**config.mk**
```make
export PLATFORM = sky130hd
export DESIGN_NAME = best_neighbor_scan
export DESIGN_NICKNAME = d
export VERILOG_FILES = /design/src/rtl/qroute_pkg.sv /design/src/rtl/fp16_less.sv /design/src/rtl/best_neighbor_scan.sv
export SDC_FILE = /design/constraint.sdc
export NUM_CORES = 1
export LEC_CHECK = 0
export BUFFER_PORTS_ARGS = -buffer_cell sky130_fd_sc_hd__buf_4
export CAP_MARGIN = 20
export CORE_MARGIN = 2
export CORE_UTILIZATION = 60
export CTS_CLUSTER_SIZE = 8
export DETAILED_ROUTE_END_ITERATION = 7
export PLACE_DENSITY = 0.83
export SETUP_SLACK_MARGIN = 0.02
export SLEW_MARGIN = 5
export SYNTH_ARGS = -nofsm -noshare
export SYNTH_HDL_FRONTEND = slang
export SYNTH_SLANG_ARGS = --single-unit
export TNS_END_PERCENT = 10
```
**constraint.sdc**
```tcl
create_clock -name clock -period 6.15 [get_ports clock]
set_input_delay 0.615 -clock clock [delete_from_list [all_inputs] [get_ports clock]]
set_output_delay 0.615 -clock clock [all_outputs]
set_load 0.01 [all_outputs]
```
**src/rtl/qroute_pkg.sv**
```systemverilog
// Shared definitions for the Q-routing node: float16 constants, table layout
// and the neighbour-scan state encoding.
package qroute_pkg;

  localparam int          WORD_WIDTH   = 16;
  localparam int          ENTRY_WORDS  = 3;
  localparam logic [15:0] FP16_POS_INF = 16'h7C00;
  localparam logic [15:0] NO_HOP       = 16'hFFFF;

  typedef enum logic [1:0] {
    ST_IDLE  = 2'd0,
    ST_READ  = 2'd1,
    ST_DRAIN = 2'd2,
    ST_DONE  = 2'd3
  } scan_state_e;

  function automatic logic fp16_is_nan(input logic [15:0] v);
    return (v[14:10] == 5'h1F) && (v[9:0] != 10'd0);
  endfunction

endpackage

```
**src/rtl/fp16_less.sv**
```systemverilog
// Combinational strict less-than on IEEE half-precision values.
// Any NaN operand gives 0, and -0 compares equal to +0.
module fp16_less
  import qroute_pkg::*;
(
  input  logic [WORD_WIDTH-1:0] a,
  input  logic [WORD_WIDTH-1:0] b,
  output logic                  lt
);

  logic [14:0] a_mag;
  logic [14:0] b_mag;

  always_comb begin
    a_mag = a[14:0];
    b_mag = b[14:0];
    lt    = 1'b0;
    if (fp16_is_nan(a) || fp16_is_nan(b) || (a_mag == 15'd0 && b_mag == 15'd0)) begin
      lt = 1'b0;
    end else if (a[15] && !b[15]) begin
      lt = 1'b1;
    end else if (!a[15] && b[15]) begin
      lt = 1'b0;
    end else if (!a[15]) begin
      lt = (a_mag < b_mag);
    end else begin
      // Both negative: larger magnitude is the smaller value.
      lt = (a_mag > b_mag);
    end
  end

endmodule

```
**src/rtl/best_neighbor_scan.sv**
```systemverilog
// Scans the neighbour Q-table (id, q, origin per entry) and reports the
// minimum-Q neighbour plus the Q of the previously used hop, then pulses done.
module best_neighbor_scan #(
  parameter int ADDR_WIDTH    = 10,
  parameter int MAX_NEIGHBORS = 64,
  parameter int WORD_WIDTH    = 16
) (
  input  logic                  clock,
  input  logic                  nreset,
  input  logic                  start,
  input  logic [WORD_WIDTH-1:0] MY_NODE_ID,
  input  logic [WORD_WIDTH-1:0] prev_hop,
  input  logic [ADDR_WIDTH-1:0] base_addr,
  input  logic [6:0]            neighbor_count,
  output logic [ADDR_WIDTH-1:0] mem_addr,
  output logic                  mem_rd_en,
  input  logic [WORD_WIDTH-1:0] mem_rdata,
  output logic [WORD_WIDTH-1:0] best_hop,
  output logic [WORD_WIDTH-1:0] best_value,
  output logic [WORD_WIDTH-1:0] best_origin,
  output logic [WORD_WIDTH-1:0] mybest,
  output logic                  busy,
  output logic                  done
);

  localparam int         CNT_W = 9;
  localparam logic [6:0] MAX_N = 7'(MAX_NEIGHBORS);

  qroute_pkg::scan_state_e state_q;

  logic [6:0]            n_clamped;
  logic [CNT_W-1:0]      issue_cnt_q, last_issue_q;
  logic [WORD_WIDTH-1:0] my_id_q, prev_hop_q;
  logic [ADDR_WIDTH-1:0] mem_addr_q;
  logic                  mem_rd_en_q, busy_q, done_q;
  logic                  rvalid_q;
  logic [1:0]            phase_q;
  logic [WORD_WIDTH-1:0] ent_id_q, ent_q_q;
  logic [WORD_WIDTH-1:0] w_hop_q, w_val_q, w_org_q, w_my_q;
  logic                  w_my_found_q;
  logic [WORD_WIDTH-1:0] w_hop_d, w_val_d, w_org_d, w_my_d;
  logic                  w_my_found_d;
  logic [WORD_WIDTH-1:0] best_hop_q, best_value_q, best_origin_q, mybest_q;
  logic                  q_lt;

  assign n_clamped   = (neighbor_count > MAX_N) ? MAX_N : neighbor_count;
  assign mem_addr    = mem_addr_q;
  assign mem_rd_en   = mem_rd_en_q;
  assign busy        = busy_q;
  assign done        = done_q;
  assign best_hop    = best_hop_q;
  assign best_value  = best_value_q;
  assign best_origin = best_origin_q;
  assign mybest      = mybest_q;

  fp16_less u_less (
    .a  (ent_q_q),
    .b  (w_val_q),
    .lt (q_lt)
  );

  // The origin word is evaluated as it arrives, so DRAIN can publish the
  // final entry without waiting an extra cycle.
  always_comb begin
    w_hop_d      = w_hop_q;
    w_val_d      = w_val_q;
    w_org_d      = w_org_q;
    w_my_d       = w_my_q;
    w_my_found_d = w_my_found_q;
    if (rvalid_q && phase_q == 2'd2) begin
      if (ent_id_q != my_id_q && !qroute_pkg::fp16_is_nan(ent_q_q) && q_lt) begin
        w_hop_d = ent_id_q;
        w_val_d = ent_q_q;
        w_org_d = mem_rdata;
      end
      if (ent_id_q == prev_hop_q && !w_my_found_q) begin
        w_my_d       = ent_q_q;
        w_my_found_d = 1'b1;
      end
    end
  end

  always_ff @(posedge clock) begin
    if (!nreset) begin
      state_q       <= qroute_pkg::ST_IDLE;
      issue_cnt_q   <= '0;
      last_issue_q  <= '0;
      my_id_q       <= '0;
      prev_hop_q    <= '0;
      mem_addr_q    <= '0;
      mem_rd_en_q   <= 1'b0;
      busy_q        <= 1'b0;
      done_q        <= 1'b0;
      rvalid_q      <= 1'b0;
      phase_q       <= 2'd0;
      ent_id_q      <= '0;
      ent_q_q       <= '0;
      w_hop_q       <= qroute_pkg::NO_HOP;
      w_val_q       <= qroute_pkg::FP16_POS_INF;
      w_org_q       <= qroute_pkg::NO_HOP;
      w_my_q        <= qroute_pkg::FP16_POS_INF;
      w_my_found_q  <= 1'b0;
      best_hop_q    <= qroute_pkg::NO_HOP;
      best_value_q  <= qroute_pkg::FP16_POS_INF;
      best_origin_q <= qroute_pkg::NO_HOP;
      mybest_q      <= qroute_pkg::FP16_POS_INF;
    end else begin
      rvalid_q     <= mem_rd_en_q;
      w_hop_q      <= w_hop_d;
      w_val_q      <= w_val_d;
      w_org_q      <= w_org_d;
      w_my_q       <= w_my_d;
      w_my_found_q <= w_my_found_d;
      if (rvalid_q) begin
        phase_q <= (phase_q == 2'd2) ? 2'd0 : phase_q + 2'd1;
        if (phase_q == 2'd0) ent_id_q <= mem_rdata;
        if (phase_q == 2'd1) ent_q_q  <= mem_rdata;
      end

      case (state_q)
        qroute_pkg::ST_IDLE: begin
          done_q <= 1'b0;
          if (start) begin
            my_id_q      <= MY_NODE_ID;
            prev_hop_q   <= prev_hop;
            last_issue_q <= CNT_W'(n_clamped) * CNT_W'(qroute_pkg::ENTRY_WORDS) - CNT_W'(1);
            issue_cnt_q  <= '0;
            phase_q      <= 2'd0;
            w_hop_q      <= qroute_pkg::NO_HOP;
            w_val_q      <= qroute_pkg::FP16_POS_INF;
            w_org_q      <= qroute_pkg::NO_HOP;
            w_my_q       <= qroute_pkg::FP16_POS_INF;
            w_my_found_q <= 1'b0;
            busy_q       <= 1'b1;
            if (n_clamped != 7'd0) begin
              mem_addr_q  <= base_addr;
              mem_rd_en_q <= 1'b1;
              state_q     <= qroute_pkg::ST_READ;
            end else begin
              state_q     <= qroute_pkg::ST_DRAIN;
            end
          end
        end
        qroute_pkg::ST_READ: begin
          if (issue_cnt_q == last_issue_q) begin
            mem_rd_en_q <= 1'b0;
            state_q     <= qroute_pkg::ST_DRAIN;
          end else begin
            issue_cnt_q <= issue_cnt_q + CNT_W'(1);
            mem_addr_q  <= mem_addr_q + ADDR_WIDTH'(1);
          end
        end
        qroute_pkg::ST_DRAIN: begin
          best_hop_q    <= w_hop_d;
          best_value_q  <= w_val_d;
          best_origin_q <= w_org_d;
          mybest_q      <= w_my_d;
          done_q        <= 1'b1;
          state_q       <= qroute_pkg::ST_DONE;
        end
        default: begin
          done_q  <= 1'b0;
          busy_q  <= 1'b0;
          state_q <= qroute_pkg::ST_IDLE;
        end
      endcase
    end
  end

endmodule

```
==> impl_metrics.toml, run 1 <==
[synth]
synth_top_family_by_area = "simple AND/OR/NAND/NOR gates"
synth-edff-count = 0
avgSynthCellArea_um2 = 8.101
syn_inst = 1343
synthSimpleGateAreaFrac_pct = 18.52
synth_top_cell_area_share_pct = 42.14
synth_xor_area_share_pct = 4.186
synth_fp_nets = 1443
ys_types = 54
synth_area_um2 = 10880
ys_seq_elements = 229
synthArstFlopShare_pct = 0
yosysTopAreaCell = "dfxtp_1"
synth_seq_area_share_pct = 42.14
synth_area_leaders = "dfxtp_1, mux2i_1, nand2_1, a21oi_1, nor2_1"
synth_flop_cell = "dfxtp_1"
synth_compound_area_share_pct = 14.36
synth_mux_area_share_pct = 10.96
ys_warn_count = 0
synthAdderAreaFrac_pct = 3.680

[final_layout]
area_growth_pct = 18.36
nNetsFinal = 1552
drive_gt1_share_pct = 14.38
utilization_pct = 71.92
diodes = 0
multi_input_area_um2 = 5652
area.sequential_um2 = 4584
n_fill_cell = 1396

[clock_network]
clk_path_buf_depth = 3
cts_htree_levels = 2
cts_root_buf = "clkbuf_16"
cts_resized = 0
clkSinkCount = 229
post_cts_buffers = 0
cts_made_buffers = 34
clk_pin_slew_ns = 0.05
postCtsHoldBufs = 0
worstSkewPairLatency_ns = 0.49
tritoncts = "built"

[min_path]
hold_path_depth = 3
hp-start = "MY_NODE_ID[7]"
hold_class = "in2reg"
min_to = "my_id_q[7]"

[power]
p_per_area_nw_per_um2 = 380.9
ir_worst_vdd_uv = 253.8
p_leak_nw = 5.447

[grt]
grt_pass1_wl_mm = 44.10
overflow = 0
grt_pass1_vias = 8987
grt_max_degree = 90
antenna_found_initial = 0
grtUsageTotal_pct = 27.29

[floorplan]
die_x_um = 138.7
fp.dieArea_um2 = 19230
core_area_um2 = 17900
rows = 49
die_y_um = 138.7
ios = 145
start_util_pct = 60.77

[sta]
hold_viol_final = 0
min_period_ns = 3.628
max_slew_margin_pct = 25.50
tightestPinTransition_ns = 1.107
tns_ns = 0
max_freq_mhz = 275.7
slew_violations = 0
fin_crit_sh_pct = 58.99
setup_viol = 0
fin_skew_ns = 0.01486
rsz0062_at_grt = "no"

[critical_path]
r2r_cells = 9
start_kind = "flop"
regToRegSetupSlack_ns = 2.52
critPathArrivalTime_ns = 4.04
cp.required_ns = 6.56
critPathKind = "reg2reg"
cp_max_fo = 57
r2r-end = "best_hop[1]"
r2r_start = "w_val_q[4]"
crit_path_end_kind = "flop"

[run]
drv_cap = 0

[run_status]
status = "completed"

[route]
drt_first_pass_iters = 5
wl_per_cell_um = 15.96
drt_iter0_drc = 809
drc = 0
dr_total_vias = 9528
viasPerCell = 5.665
drtAntennaViolNets = 0
wl_mm = 26.85

[placement]
dp_hpwl_mm = 17.33
gp_congestion = 0.9290
io_buffers = 144
==> final cells by class <==
cell class	instances	area share, %
clock buffer	35	6.802
clock inverter	2	0.1069
inverter	76	2.216
multi-input combinational	955	43.89
sequential	229	35.60
tap	229	2.225
timing repair buffer	156	9.154
==> layer usage <==
layer | part of all wire (%) | vias up | GRT usage (%)
met1 | 43 | 4399 | 35.49
met2 | 47 | 338 | 45.13
met3 | 6.3 | 72 | 4.869
met5 | 0 | - | 0
li1 | - | 4719 | -
met4 | 3.5 | 0 | 11.38
==> how the worst max path moves through the flow <==
stage / from / endpoint / cells after the start
final: w_val_q[4] / best_hop[1] / 9
after detailed placement: w_val_q[4] / best_hop[13] / 9
after floorplan: neighbor_count[1] / last_issue_q[8] / 11
after global routing: w_val_q[2] / w_org_q[4] / 9
after CTS: w_val_q[4] / best_hop[1] / 9
after global placement: w_val_q[2] / best_hop[8] / 9
==> critical path: stages, from the launching register on <==
cell and delay [ns]:
dfxtp_1 0.35, inv_1 0.08, ha_1 0.30, a211oi_1 0.23
nor2_1 0.08, o311ai_0 0.41, and3_1 0.28, o221a_4 0.92
buf_4 0.57, mux2i_1 0.26
==> logic make-up after synthesis <==
logic type      after synthesis
flops                       229
compound gates              285
xor+xnor                     52
mux                         119
simple gates                467
fa+ha+maj                    32
buf+inv                     159
==> placed cells by master, fill, tap and decap left out, types with 27 or more instances in the layout <==
master     Yosys  final
nor2_1       126    125
a21oi_1      180    180
nand2_1      242    241
mux2i_1      118    118
inv_1         75     75
xor2_1        27     27
dfxtp_1      229    229
buf_4          2    155
ha_1          32     31
o21ai_0       58     58
clkbuf_16      0     35
==> cells in the mapped netlist (2+ instances only) <==
master	instances
buf_4	2
buf_6	8
clkbuf_1	64
a21boi_0	4
o31a_1	5
xor2_1	27
nor2_1	126
nand3_1	24
a31oi_1	10
nor4_4	2
dfxtp_1	229
o21ai_0	58
a22oi_1	5
and2_1	4
mux2i_1	118
nand2b_1	14
nor2b_1	2
xnor2_1	25
nand2_1	242
inv_1	75
and3_1	5
or2_2	4
ha_1	32
nor4_1	12
buf_2	4
a211oi_1	8
buf_1	5
a21oi_1	180
nor3_1	8
nand4_1	13
and4_1	5
==> stage by stage <==
step	setup slack, ns	total power [W]	instance area [um2]	cells	hold WS, ns
after floorplan	3.520	0.002808	10880	1343	0.4300
after global placement	2.753	0.003256	11960	1643	0.4516
after detailed placement	2.678	0.003295	11960	1643	0.4591
after CTS	2.580	0.004915	12850	1680	0.3604
after global routing	2.286	0.005165	12880	1682	0.3705
final	2.522	0.004904	12880	1682	0.3740
==> where the power goes <==
part / internal [W] / switching, W
Clock: 0.000996 / 0.000617
Sequential: 0.00171 / 0.000193
Combinational: 0.000570 / 0.000815
Total: 0.00328 / 0.00162
No activity file was read; power rests on OpenSTA's default activity.
==> inputs of run 2 (changes only) <==
Settings changed: CORE_UTILIZATION 60 to 58, PLACE_DENSITY 0.83 to 0.8.
Clock period 6.15 ns to 3.47 ns, I/O delays scaled along.
==> run 2 against run 1 <==
Effect of this change: critical path depth stayed put; sequential power increased by 76%; via count is 0.87% higher; clock power up 76%; sequential cell count unchanged; worst hold slack got worse by 0.27 ns; total power is 78% higher; clock skew increased by 0.00079 ns; cell area is 1.2% higher; utilization decreased by 1.8 points; register-to-register slack lost 2.0 ns; first-iteration DRC count shrank 24%; highest routed layer unchanged.
==> impl_metrics.toml, run 2 (same netlist as run 1, synthesis figures left out) <==
[critical_path]
cp.required_ns = 3.88
crit_buf_inv = 2
cpLargestDelayFamily = "compound AO/OA/AOI/OAI gates"
max_stage_delay_ns = 0.56
critPathArrivalTime_ns = 3.34
crit_path_end_kind = "flop"
start_kind = "flop"
r2r_start = "w_val_q[4]"
critPathKind = "reg2reg"
r2r_cells = 9
cp_max_fo = 25
regToRegSetupSlack_ns = 0.54
cp_slowest_cell = "o221a_4"
crit_chain = "inv_1 > ha_1 > a211oi_1 > nor2_1 > o311ai_0 > and3_1 > o221a_4 > buf_4 > mux2i_1"
r2r-end = "best_hop[10]"

[route]
drc = 0
dr_total_vias = 9611
drt_first_pass_iters = 5
wl_per_cell_um = 15.91
viasPerCell = 5.654
drtAntennaViolNets = 0
drt_iter0_drc = 612
wl_mm = 27.04

[final_layout]
nNetsFinal = 1565
most-common-layout-cells = "nand2_1, dfxtp_1, a21oi_1, buf_4, nor2_1"
diodes = 0
area_growth_pct = 19.72
n_fill_cell = 1491
postLayoutCellArea_um2 = 13030
mostFrequentLayoutCell = "nand2_1"
utilization_pct = 70.10
drive_gt1_share_pct = 15.14
fin_cells = 1700

[grt]
overflow = 0
grtUsageTotal_pct = 26.73
grt_pass1_wl_mm = 43.79
antenna_found_initial = 0
grt_pass1_vias = 9056
grt_max_degree = 122

[floorplan]
start_util_pct = 58.55
core_area_um2 = 18580
ios = 145
rows = 50
fp.dieArea_um2 = 19870
die_y_um = 141.0
die_x_um = 141.0

[sta]
max_freq_mhz = 341.8
tns_ns = 0
fin_crit_sh_pct = 84.32
setup_viol = 0
fin_ws_ns = 0.5443
slew_violations = 0
hold_viol_final = 0
rsz0062_at_grt = "no"
max_slew_margin_pct = 36.41
min_period_ns = 2.926
tightestPinTransition_ns = 0.9496
fin_skew_ns = 0.01565

[clock_network]
cts_htree_levels = 2
worstSkewPairLatency_ns = 0.50
cts_root_buf = "clkbuf_16"
tritoncts = "built"
cts_resized = 0
clk_path_buf_depth = 3
clkSinkCount = 229
cts_made_buffers = 34
clk_pin_slew_ns = 0.05
postCtsHoldBufs = 0
post_cts_buffers = 0

[placement]
placement.setup.worst_slack_ns = 0.6375
dp_hpwl_mm = 18.07
io_buffers = 144
dp_cells = 1662
placed_area_um2 = 12130
gp_congestion = 0.8790

[power]
switching_share_pct = 33.08
p_int_w = 0.005848
clkPwrFrac_pct = 32.5
p_per_area_nw_per_um2 = 670.9
p_leak_nw = 5.532
switchingPower_w = 0.002891
p_comb_share_pct = 29.0
seq_power_share_pct = 38.5
ir_worst_vdd_uv = 350.0

[run_status]
status = "completed"

[min_path]
hold_path_depth = 3
hold_class = "in2reg"
min_to = "my_id_q[11]"
hp-start = "MY_NODE_ID[11]"

[run]
drv_cap = 0
[run 2: worst max-delay path by stage]
| stage | cells past startpoint | to | startpoint |
|---|---|---|---|
| 2_1_floorplan | 11 | last_issue_q[8] | neighbor_count[1] |
| 3_3_place_gp | 9 | best_value[10] | w_val_q[2] |
| 5_1_grt | 9 | best_hop[7] | w_val_q[2] |
| 4_1_cts | 9 | best_hop[10] | w_val_q[4] |
| 6_report | 9 | best_hop[10] | w_val_q[4] |
| 3_5_place_dp | 12 | last_issue_q[8] | neighbor_count[6] |
[run 2: routing by layer]
layer | GRT usage [%] | up-vias | wire, um
met4 | 11.42 | 0 | 1004
met1 | 34.49 | 4477 | 11690
met3 | 4.144 | 79 | 1502
li1 | - | 4748 | -
met5 | 0 | - | 0
met2 | 44.72 | 307 | 12850
[run 2: worst register-to-register path, stage by stage (launching register included)]
cell and delay [ns]:
dfxtp_1 0.36, inv_1 0.07, ha_1 0.29, a211oi_1 0.23, nor2_1 0.07, o311ai_0 0.44, and3_1 0.29, o221a_4 0.56
buf_4 0.32, mux2i_1 0.23
[run 2: power groups by stage]
stage               Combinational (W)  Clock (W)  Sequential, W
detailed placement            0.00251          0        0.00340
floorplan                     0.00153          0        0.00344
global route                  0.00282    0.00297        0.00341
global placement              0.00243          0        0.00340
finish                        0.00253    0.00284        0.00337
CTS                           0.00253    0.00286        0.00336
[run 2: area by class of cell]
cell class | instances | area (um2) | share of cell area (%)
multi-input combinational | 955 | 5654 | 43.41
sequential | 229 | 4584 | 35.20
timing repair buffer | 169 | 1319 | 10.12
clock buffer | 35 | 875.8 | 6.724
tap | 234 | 292.8 | 2.248
inverter | 76 | 285.3 | 2.190
clock inverter | 2 | 13.76 | 0.1057
[run 2: per-stage QoR]
| stage | total power, W | hold WS, ns |
|---|---|---|
| floorplan | 0.004976 | 0.4300 |
| global placement | 0.005831 | 0.4458 |
| detailed placement | 0.005909 | 0.4568 |
| CTS | 0.008752 | 0.09054 |
| global route | 0.009204 | 0.09718 |
| finish | 0.008739 | 0.1029 |
